[src/rtl/regfile_pkg.sv]
// Shared constants and types for the 2-read/1-write register file.
//   REGFILE_DEFAULT_N     : default data width
//   REGFILE_DEFAULT_DEPTH : default register count
//   ZERO_ADDR             : address of the hardwired zero register
//   read_mode_e           : combinational vs registered read path
package regfile_pkg;

  localparam int unsigned REGFILE_DEFAULT_N     = 32;
  localparam int unsigned REGFILE_DEFAULT_DEPTH = 32;
  localparam int unsigned ZERO_ADDR             = 0;

  typedef enum logic {
    RD_COMB = 1'b0,
    RD_REG  = 1'b1
  } read_mode_e;

endpackage

[src/rtl/regfile_read_mux.sv]
// DEPTH:1 N-bit read selector over a packed register array.
//   data_i : packed array of all registers
//   sel_i  : register index
//   data_o : selected register contents
module regfile_read_mux #(
  parameter int unsigned N      = 32,
  parameter int unsigned DEPTH  = 32,
  parameter int unsigned ADDR_W = $clog2(DEPTH)
) (
  input  logic [DEPTH-1:0][N-1:0] data_i,
  input  logic [ADDR_W-1:0]       sel_i,
  output logic [N-1:0]            data_o
);

  // DEPTH is a power of two, so every sel_i value is a valid index.
  assign data_o = data_i[sel_i];

endmodule

[src/rtl/register_file_2r1w.sv]
// Parametrised general-purpose register file, two read ports, one write port.
//   clk, reset       : rising-edge clock, asynchronous active-high reset
//   Reg_Write        : write enable for Write_Register/Write_Data
//   Read_Register_x  : read addresses for ports 1 and 2
//   Read_Enable      : read request; gates output register loads when REG_READ=1
//   Read_Data_x      : read data (combinational or registered)
//   Read_Valid       : read data valid
// Options: ZERO_REG hardwires register 0 to zero, BYPASS forwards same-cycle
// write data to a matching read, REG_READ adds one cycle of read latency.
module register_file_2r1w
  import regfile_pkg::*;
#(
  parameter int unsigned N        = REGFILE_DEFAULT_N,
  parameter int unsigned DEPTH    = REGFILE_DEFAULT_DEPTH,
  parameter int unsigned ADDR_W   = $clog2(DEPTH),
  parameter bit          ZERO_REG = 1'b1,
  parameter bit          BYPASS   = 1'b1,
  parameter bit          REG_READ = 1'b0
) (
  input  logic              clk,
  input  logic              reset,
  input  logic              Reg_Write,
  input  logic [ADDR_W-1:0] Write_Register,
  input  logic [N-1:0]      Write_Data,
  input  logic [ADDR_W-1:0] Read_Register_1,
  input  logic [ADDR_W-1:0] Read_Register_2,
  input  logic              Read_Enable,
  output logic [N-1:0]      Read_Data_1,
  output logic [N-1:0]      Read_Data_2,
  output logic              Read_Valid
);

  localparam read_mode_e        ReadMode = read_mode_e'(REG_READ);
  localparam logic [ADDR_W-1:0] ZeroAddr = ADDR_W'(ZERO_ADDR);

  logic [DEPTH-1:0][N-1:0] mem_q;
  logic                    wr_en;

  // Writes to the hardwired zero register are dropped so mem stays clean.
  assign wr_en = Reg_Write && !(ZERO_REG && (Write_Register == ZeroAddr));

  always_ff @(posedge clk or posedge reset) begin
    if (reset) begin
      mem_q <= '0;
    end else if (wr_en) begin
      mem_q[Write_Register] <= Write_Data;
    end
  end

  logic [ADDR_W-1:0] rd_addr [2];
  logic [N-1:0]      rd_raw  [2];
  logic [N-1:0]      rd_sel  [2];

  assign rd_addr[0] = Read_Register_1;
  assign rd_addr[1] = Read_Register_2;

  for (genvar p = 0; p < 2; p++) begin : g_port
    logic is_zero;
    logic hit;

    regfile_read_mux #(
      .N      (N),
      .DEPTH  (DEPTH),
      .ADDR_W (ADDR_W)
    ) u_mux (
      .data_i (mem_q),
      .sel_i  (rd_addr[p]),
      .data_o (rd_raw[p])
    );

    assign is_zero = ZERO_REG && (rd_addr[p] == ZeroAddr);
    assign hit     = BYPASS && Reg_Write && (Write_Register == rd_addr[p]) && !is_zero;
    // Zero override wins over bypass.
    assign rd_sel[p] = is_zero ? '0 : (hit ? Write_Data : rd_raw[p]);
  end

  if (ReadMode == RD_REG) begin : g_reg_read
    logic [N-1:0] rd1_q;
    logic [N-1:0] rd2_q;
    logic         valid_q;

    // Data holds while Read_Enable is low so a stalled stage keeps its operands.
    always_ff @(posedge clk or posedge reset) begin
      if (reset) begin
        rd1_q   <= '0;
        rd2_q   <= '0;
        valid_q <= 1'b0;
      end else begin
        valid_q <= Read_Enable;
        if (Read_Enable) begin
          rd1_q <= rd_sel[0];
          rd2_q <= rd_sel[1];
        end
      end
    end

    assign Read_Data_1 = rd1_q;
    assign Read_Data_2 = rd2_q;
    assign Read_Valid  = valid_q;
  end else begin : g_comb_read
    assign Read_Data_1 = rd_sel[0];
    assign Read_Data_2 = rd_sel[1];
    assign Read_Valid  = Read_Enable;
  end

endmodule

[config.mk]
export PLATFORM = sky130hd
export DESIGN_NAME = register_file_2r1w
export DESIGN_NICKNAME = d
export VERILOG_FILES = /design/src/rtl/regfile_pkg.sv /design/src/rtl/regfile_read_mux.sv /design/src/rtl/register_file_2r1w.sv
export SDC_FILE = /design/constraint.sdc
export NUM_CORES = 2
export LEC_CHECK = 0
export CORE_MARGIN = 10
export CORE_UTILIZATION = 55
export CTS_BUF_LIST = sky130_fd_sc_hd__clkbuf_4 sky130_fd_sc_hd__clkbuf_8
export DETAILED_ROUTE_END_ITERATION = 10
export PLACE_DENSITY = 0.72
export SLEW_MARGIN = 20
export SYNTH_ARGS = -nofsm -noshare
export SYNTH_HDL_FRONTEND = slang
export SYNTH_HIERARCHICAL = 1
export SYNTH_SLANG_ARGS = --single-unit
[constraint.sdc]
create_clock -name clk -period 68.3 [get_ports clk]
set_input_delay 10.245 -clock clk [delete_from_list [all_inputs] [get_ports clk]]
set_output_delay 10.245 -clock clk [all_outputs]
set_load 0.01 [all_outputs]
Word level (Yosys, flattened, before mapping)
Cells that the tools add are included.
Storage, ports and cells
  bits in registers: 1024
  latch bits: 0
  bits in writable memories: 0
  bits in read-only memories: 0
  input port bits: 51
  output and inout port bits: 65
  word-level logic and storage cells: 61
  memories: 0
Cells by class
  $add $sub $neg: 0
  multiply operators: 0
  divide/modulo/power cells: 0
  magnitude comparators: 4
  eq/ne operators: 2
  shift operators: 0
  muxes and demuxes: 11
  bitwise gates (word level): 0
  reduce and logical (&&, ||, !) cells: 12
Operators with widths (number)
  1024-bit bitwise mux: 1
  32-bit binary-select mux with 5-bit select: 2
  32-bit 2-to-1 mux: 7
  32-bit demux with 5-bit select: 1
  5-bit by 6-bit less-than comparator with 1-bit output (second input constant): 3
  5-bit logical NOT: 3
  5-bit equality test: 2
  1-bit logical AND: 6
  5-bit by 1-bit >= comparator with 1-bit output (second input constant): 1
  1-bit logical NOT: 3

Longest topological paths before layout
  depth after elaboration: 5
  depth in mapped cells: 10
  mapped depth without buffers: 7

Cells and area by module
Netlist, hierarchy kept.
Modules (own cells, without submodules)
  register_file_2r1w: instances 1, cells an instance 2542, area an instance 39277.7 µm², seq. area each 25624.6 µm²
  regfile_read_mux: instances 2, cells an instance 1158, area an instance 8887.3 µm², seq. area each 0.0 µm²

Worst setup path before layout
OpenSTA, ideal clock, no wires.
  path type: input to output
  start point: in Write_Register[4]
  end point: out Read_Data_1[11]
  arrival: 11.658 ns
  data required time: 58.055 ns
  setup slack: 46.397 ns
  stages on the path: 6
  path buffers: 2
  path through: buf_2 -> xor2_1 -> nor4_2 -> and2_1 -> clkbuf_1 -> o21ai_0
On the way
  longest elaborated chain between the ends: 5
RTL lines
  start: declaration: line register_file_2r1w.sv:23  | input logic [ADDR_W-1:0] Write_Register,
  5-bit equality test: line register_file_2r1w.sv:72  | assign hit = BYPASS && Reg_Write && (Write_Register == rd_addr[p]) && !is_zero;
  1-bit logical AND (2 in series): line register_file_2r1w.sv:72
  32-bit 2-to-1 mux (2 in series): line register_file_2r1w.sv:74  | assign rd_sel[p] = is_zero ? '0 : (hit ? Write_Data : rd_raw[p]);
  end: declaration: line register_file_2r1w.sv:28  | output logic [N-1:0] Read_Data_1,
Every way passes these cells.

==> results.toml <==
[cells_and_area]
syn2layout_area_growth_pct = 8.20
reg.largest.list = "mem_q (1024)"
regMostFlops = "mem_q"
largest_reg_flops = 1024
finalNonFillerCells = 6222
nets = 4774
final_util_pct = 59.8
drive_above_1_share_pct = 29.4

[min_path]
hp-class = "reg -> reg"

[place]
place.detailed.hpwl_mm = 98.1
io_buffers = 113
dpl.cell_count = 5933
place_congestion = 0.822

[global_route]
antenna_found_initial = 9
grt_pass1_vias = 41191
grt.overflow.total = 0
grt_max_degree = 171
grtUsageTotal_pct = 30.1
grt_pass1_wl_mm = 268

[synth]
synth-seq-cells = 1024
yosysUniqueCellTypes = 33
synthTopCellsByCount = "dfrtp_1 (1024), mux2i_1 (1024), mux2_2 (964), nand2_1 (273), clkbuf_1 (252)"
yosysTopAreaCellShare_pct = 44.9
synth.avg_cell_area_um2 = 11.7
syn_nets = 4909
syn-cell-area_mm2 = 0.0571
synth_area_leader_cell = "dfrtp_1"
ys_seq_area_share_pct = 44.9
synth.area.top_cells = "dfrtp_1 (45%), mux2_2 (19%), mux2i_1 (18%)"
async_reset_ff_share_pct = 100
synth_edf_count = 0
synthCells = 4858
ys.warnings.count = 6
synth_ff_type = "dfrtp_1"

[clock_tree]
hold_buffers = 0
cts_buffers = 168
cts-htree-levels = 4
cts_tree = "yes"
insertion_delay_ns = 0.84
clk_pin_slew_worst_paths_ns = 0.05
cts_setup_buffers = 0
postCtsResizedCells = 0
clockBufferDepth = 3
cts.sinks = 1024
root_buffer = "clkbuf_8"

[die]
num_rows = 118
die_area_mm2 = 0.117
core_area_mm2 = 0.103
die_w_um = 342
start_util_pct = 55.3
boundaryPins = 116
die_height_um = 342

[sta]
min_period_ns = 25.27
post-route-period-util_pct = 37.0
whs_ns = 0.396
setup_viol = 0
tightest_slew_ns = 1.28
rsz0062_at_grt = "false"
slew_headroom_pct = 14.6
finalHoldViolCount = 0
finalClockSkew_ns = 0
fmax_mhz = 39.6
fin_setup_tns_ns = 0
maxSlewViolCount = 0

[pwr]
powerDensity_mw_per_mm2 = 27.8
total_power_mw = 1.72
peakVddDrop_uv = 17.9
p_leak_nw = 29.0

[route]
antenna_left = 0
drtIter0Drc = 4137
drc_errors = 0
wirelength_mm = 182
wl_per_cell_um = 29.2
dr.pass1.iters = 6
vias_per_cell = 6.69
vias = 41641

[setup_path]
rr_worst_depth = 1
cp-end-kind = "output pin"
crit_start = "Read_Register_2[0]"
crit_type = "in -> out"
path_max_fanout = 55
reg2reg_slack_ns = 67.48
timing.rr.start = "mem_q[241]"
r2r_end = "mem_q[241]"
endpoint = "Read_Data_2[9]"
required_ns = 58.06
start_kind = "input port"
cp_data_arrival_time_ns = 15.03

[status]
status = "completed"

[flow_run]
drv_cap = 0
-- critical path: stages --
cell and delay, ns:
clkdlybuf4s50_1 0.61, nor2_4 0.91, buf_4 0.82, buf_4 0.81, a22o_1 0.27, nor3_1 0.05, a31oi_1 0.21, nand3_1 0.22
nand2_1 0.11, o21ai_0 0.11, clkdlybuf4s50_1 0.54
-- where the power goes --
part	switching (mW)	leakage [nW]	total [mW]	internal, mW
Combinational	0.174	14.0	0.357	0.183
Sequential	0.0859	13.1	0.809	0.723
Clock	0.248	1.81	0.553	0.305
-- logic make-up after synthesis --
group	Yosys count	synth area share, %
simple gates	651	5.35
xor+xnor	10	0.154
flops	1024	44.9
buf+inv	517	4.60
mux	2016	37.5
compound gates	640	7.44
-- cell usage in the layout, fill, tap and decap left out, types with 64 or more instances in the layout --
master,n
a22oi_1,192
mux2i_1,1024
nor3_1,68
buf_4,92
nand2_1,258
a21oi_1,192
nand4_1,65
dfrtp_1,1024
clkbuf_8,209
clkdlybuf4s50_1,95
a22o_1,128
a31oi_1,64
nand3_1,192
mux2_2,964
-- area by class of cell --
type / instances / area (µm²)
Clock inverter: 16 / 108
Sequential cell: 1024 / 25600
Clock buffer: 268 / 3320
Multi-Input combinational cell: 3317 / 29100
Inverter: 1 / 11.3
Tap cell: 1380 / 1730
Timing Repair Buffer: 211 / 1850
Antenna cell: 5 / 12.5
Fill cell: 8373 / 41500
-- worst min-delay path by stage --
| stage | start | to | cells past startpoint |
|---|---|---|---|
| CTS | mem_q[11] | mem_q[11] | 0 |
| floorplan | mem_q[0] | mem_q[0] | 1 |
| finish | mem_q[11] | mem_q[11] | 0 |
| global route | mem_q[12] | mem_q[12] | 0 |
| detailed placement | mem_q[11] | mem_q[11] | 0 |
| global placement | mem_q[8] | mem_q[8] | 0 |
-- routing by layer --
metal	share of wire, %	up-vias	GRT usage, %
met3	9.5	429	7.36
met1	42	21611	41.4
met5	0.020	-	0
met4	3.7	6	10.8
li1	-	17618	-
met2	45	1977	46.1
-- per-stage QoR --
stage	instance area, µm²	setup slack [ns]
final	61700	43.03
after global routing	61700	42.95
after CTS	61800	43.21
after detailed placement	58300	43.21
after global placement	58400	43.29
after floorplan	57100	29.24
Power figures use the tool's default switching activity.
